## config.mk

```make
export PLATFORM = sky130hd
export DESIGN_NAME = drop_indicator_ctrl
export DESIGN_NICKNAME = d
export VERILOG_FILES = /design/src/rtl/drop_indicator_ctrl.sv
export SDC_FILE = /design/constraint.sdc
export NUM_CORES = 1
export LEC_CHECK = 0
export ABC_AREA = 1
export CAP_MARGIN = 20
export CORE_AREA = 2 2 58 60
export CTS_BUF_LIST = sky130_fd_sc_hd__clkbuf_4
export DETAILED_ROUTE_END_ITERATION = 12
export DIE_AREA = 0 0 60 62
export PLACE_DENSITY = 0.67
export SETUP_SLACK_MARGIN = 0.05
export SLEW_MARGIN = 20
export SYNTH_ARGS = -nofsm -noshare
export SYNTH_HDL_FRONTEND = slang
export SYNTH_SLANG_ARGS = --single-unit
```

## constraint.sdc

```tcl
create_clock -name clk -period 2.3 [get_ports clk]
set_input_delay 0.46 -clock clk [delete_from_list [all_inputs] [get_ports clk]]
set_output_delay 0.46 -clock clk [all_outputs]
set_load 0.02 [all_outputs]
```

## src/rtl/drop_indicator_ctrl.sv

```systemverilog
// drop_indicator_ctrl
// Sequences the top-row drop indicator of the Connect 4 display. It tracks the
// selected column and whose turn it is. It issues one drop request per move to
// the board logic over a req/ack handshake. It also drives the indicator sprite
// offset and its visibility.
//
// Ports
//   clk              system clock
//   rst              synchronous reset, active-high
//   btnLeft          pulse, move selection left (wraps)
//   btnRight         pulse, move selection right (wraps)
//   btnDrop          pulse, drop a piece in the selected column
//   colFull          bit i set = column i cannot accept a piece
//   dropAck          board accepted the drop request (pulse)
//   gameOver         level, board detected a win or draw
//   column           selected column
//   indicatorX       COL_X0 + column*COL_PITCH
//   redTurn          1 = red to move, 0 = yellow to move
//   indicatorVisible indicator sprite enable
//   dropReq          drop request to board
//   dropCol          requested column, stable while dropReq = 1
//
// state  | meaning
// SELECT | player moves the indicator and may request a drop
// REQ    | waiting for dropAck; indicator hidden, buttons ignored
// SWAP   | one cycle; hand the turn to the other player
// DONE   | game over; everything frozen until rst
module drop_indicator_ctrl #(
  parameter int NUM_COLS  = 7,
  parameter int COL_X0    = 24,
  parameter int COL_PITCH = 16,
  parameter int START_COL = 3
) (
  input  logic                clk,
  input  logic                rst,
  input  logic                btnLeft,
  input  logic                btnRight,
  input  logic                btnDrop,
  input  logic [NUM_COLS-1:0] colFull,
  input  logic                dropAck,
  input  logic                gameOver,
  output logic [2:0]          column,
  output logic [9:0]          indicatorX,
  output logic                redTurn,
  output logic                indicatorVisible,
  output logic                dropReq,
  output logic [2:0]          dropCol
);

  localparam logic [1:0] SELECT = 2'd0;
  localparam logic [1:0] REQ    = 2'd1;
  localparam logic [1:0] SWAP   = 2'd2;
  localparam logic [1:0] DONE   = 2'd3;

  localparam logic [2:0] LAST_COL  = 3'(NUM_COLS - 1);
  localparam logic [2:0] RST_COL   = 3'(START_COL);
  localparam logic [9:0] RST_X     = 10'(COL_X0 + START_COL * COL_PITCH);

  logic [1:0] r_state;
  logic [2:0] r_column;
  logic [9:0] r_x;
  logic       r_red;
  logic       r_vis;
  logic       r_req;
  logic [2:0] r_dcol;

  logic [2:0] w_next_col;
  logic [9:0] w_next_x;
  logic       w_sel_full;

  assign w_sel_full = colFull[r_column];

  // Opposite pulses in the same cycle cancel out.
  always_comb begin
    w_next_col = r_column;
    if (btnLeft && !btnRight) begin
      w_next_col = (r_column == 3'd0) ? LAST_COL : r_column - 3'd1;
    end else if (btnRight && !btnLeft) begin
      w_next_col = (r_column == LAST_COL) ? 3'd0 : r_column + 3'd1;
    end
  end

  assign w_next_x = 10'(COL_X0) + 10'(w_next_col) * 10'(COL_PITCH);

  always_ff @(posedge clk) begin
    if (rst) begin
      r_state  <= SELECT;
      r_column <= RST_COL;
      r_x      <= RST_X;
      r_red    <= 1'b1;
      r_vis    <= 1'b1;
      r_req    <= 1'b0;
      r_dcol   <= 3'd0;
    end else begin
      case (r_state)
        SELECT: begin
          if (gameOver) begin
            r_state <= DONE;
            r_vis   <= 1'b0;
            r_req   <= 1'b0;
          end else if (btnDrop && !w_sel_full) begin
            r_state <= REQ;
            r_dcol  <= r_column;
            r_req   <= 1'b1;
            r_vis   <= 1'b0;
          end else begin
            // A drop on a full column is dropped silently, so moves still apply.
            r_column <= w_next_col;
            r_x      <= w_next_x;
          end
        end
        REQ: begin
          // gameOver alone does not abort; only the ack cycle decides.
          if (dropAck) begin
            r_req   <= 1'b0;
            r_state <= gameOver ? DONE : SWAP;
          end
        end
        SWAP: begin
          r_red   <= ~r_red;
          r_vis   <= 1'b1;
          r_state <= SELECT;
        end
        default: begin
          r_vis <= 1'b0;
          r_req <= 1'b0;
        end
      endcase
    end
  end

  assign column           = r_column;
  assign indicatorX       = r_x;
  assign redTurn          = r_red;
  assign indicatorVisible = r_vis;
  assign dropReq          = r_req;
  assign dropCol          = r_dcol;

endmodule

```

==> run metrics <==
DP HPWL=1680 um; asr flop ratio synth=0; synth cell count leaders=nand2_1 (32), inv_1 (22), nor2_1 (17); Port Buffers=26; Layout Skew=0.00610 ns; Area growth, synth to finish=31.1%; fin crit period=1.99 ns; Top delay family on crit path=buffers and inverters; number of global-route vias before repair=803; CP Max Fanout=11; maxcap violations=0; 1st-iter DRT viols=44; Final nets=208; CTS root buf=clkbuf_4; top post-synthesis cells by area=dfxtp_1 (29%), ha_1 (12%), nand2_1 (12%), inv_1 (8.0%), nor2_1 (6.2%); worst-path cell chain=clkdlybuf4s50_1; Via-to-Cell Ratio=4.35; post-CTS setup buffers=0; Starting Density=0.325; Max clock buf depth=2; Fillers=324; clock-pin slew on the worst setup and hold paths=0.08 ns; Slew Limit Fails=0; GRT Resource Usage Total=0.125; I/O pin cnt=33; Slowest-stage cell, CP=clkdlybuf4s50_1; WL per Instance=9.50 um; first-pass GRT wire length=3520 um; grt total ovfl=0; Cells after Synth=154; Die Height=62 um; type of the most critical hold path=reg2reg; Final Wtd Congestion=0.812; Vias=996; WL final=2180 um; critical path class=reg2out; crit start category=register; post-route cell area=1360 um^2; Avg Cell Area, Syn=6.72 um^2; Die Width=60 um; Clk Latency, worst-skew pair=0.28 ns; EDFF count, synth=0; pin count of the biggest net entering global routing=12; Buf/Inv on CP=1; number of placement rows=21; share of cells above drive strength 1=0.0874; cell with the most instances after synthesis=nand2_1; die area=3720 um^2; number of iterations in the first detailed-routing pass=4; ant diodes=0; Post-CTS Hold Fix Bufs=0; number of buffers created by CTS=3; critical path's largest stage delay=0.69 ns; register area share after synthesis=0.290; Critical Path RT=1.84 ns; arrival time worst endpoint=1.53 ns; Pleak=0.661 nW; outcome=completed; Fin. Hold Viols=0; Achievable Freq=0.502 GHz; area of the mapped netlist=1030 um^2; CP Capture Type=output port; power density over the cells=950 nW/um^2; VDD IR-drop max=0.338 mV; final cell count without fillers=229; setup total negative slack=0 ns; Setup-failing EPs final=0; Placed Instances=225; Synth Register Bits=15; total core area=3180 um^2; Yosys top cell by area=dfxtp_1; CTS H-tree lvls=1; RSZ-0062 raised after global routing=no; final period utilization=0.866; CTS tree=yes; post-route ant nets=0; Yosys top cell area share=0.290; post-synth cell types=24; clk sinks=15; Synth Flop Type=dfxtp_1; post-CTS resize count=0; initial antenna violation count=0; synth warn=0; placed cell areas=1330 um^2; DRC violations left=0
[layout by cell type (no fill, tap or decap), types with 4 or more instances in the layout]
| cell type | count |
|---|---|
| nand2_1 | 32 |
| clkdlybuf4s50_1 | 26 |
| inv_1 | 22 |
| nor2_1 | 17 |
| dfxtp_1 | 15 |
| nand3_1 | 12 |
| a21oi_1 | 10 |
| ha_1 | 10 |
| o21ai_0 | 9 |
| conb_1 | 6 |
| nand2_2 | 5 |
| clkbuf_4 | 4 |
| buf_4 | 4 |
[metal layers]
layer | GRT usage | wire (um) | vias up
met5 | 0 | 0 | -
met4 | 0.0190 | 7 | 0
met3 | 0.0311 | 145 | 2
met2 | 0.193 | 980 | 32
met1 | 0.180 | 1040 | 431
li1 | - | - | 531
[flip-flops by register name, indices dropped and copies added, names as in the netlist]
| signal | cells |
|---|---|
| dropReq | 1 |
| column | 3 |
| r_state | 2 |
| indicatorVisible | 1 |
| dropCol | 3 |
| redTurn | 1 |
| indicatorX | 4 |
[cell type report]
class                           instances  area [um^2]  share of cell area
Multi-Input combinational cell        111          592               0.436
Tap cell                               46         57.6              0.0424
Sequential cell                        15          300               0.221
Inverter                               23         86.3              0.0637
Timing Repair Buffer                   30          290               0.214
Clock buffer                            4         30.0              0.0221
[logic make-up after synthesis]
| family | after synthesis | share of synthesized area |
|---|---|---|
| adder cells (fa/ha/maj) | 10 | 0.121 |
| other | 2 | 0.00726 |
| AO/OA/AOI/OAI | 24 | 0.127 |
| flip-flops | 15 | 0.290 |
| XOR/XNOR | 1 | 0.00847 |
| AND/OR/NAND/NOR | 70 | 0.294 |
| buffers and inverters | 32 | 0.152 |
[through the flow]
stage               hold WS [ns]  total power [W]   util  worst slack, ns
CTS                        0.468          0.00130  0.427            0.301
global route               0.501          0.00142  0.427            0.231
floorplan                  0.472         0.000896      -            0.453
global placement           0.452          0.00113  0.417            0.228
detailed placement         0.456          0.00113  0.417            0.195
finish                     0.466          0.00129  0.427            0.309
[where the power goes]
part           leakage (nW)  switching, W  internal [W]  total, W
Clock                0.0184     0.0000791     0.0000791  0.000158
Sequential            0.123     0.0000545      0.000335  0.000390
Combinational         0.519      0.000431      0.000310  0.000741
Total                 0.661      0.000564      0.000724   0.00129
[worst paths after layout]
path,cells after the start,end,slack (ns),start
worst max register to register,10,indicatorX[5]$_SDFFE_PP0P_,0.63,column[1]$_SDFFE_PP1P_
worst min register to register,1,redTurn$_SDFFE_PP1P_,0.47,redTurn$_SDFFE_PP1P_
worst min-delay path,1,redTurn$_SDFFE_PP1P_,0.47,redTurn$_SDFFE_PP1P_
worst max-delay path,1,column[2],0.31,column[2]$_SDFFE_PP0P_
Note: power is estimated with default switching activity, not from simulation.
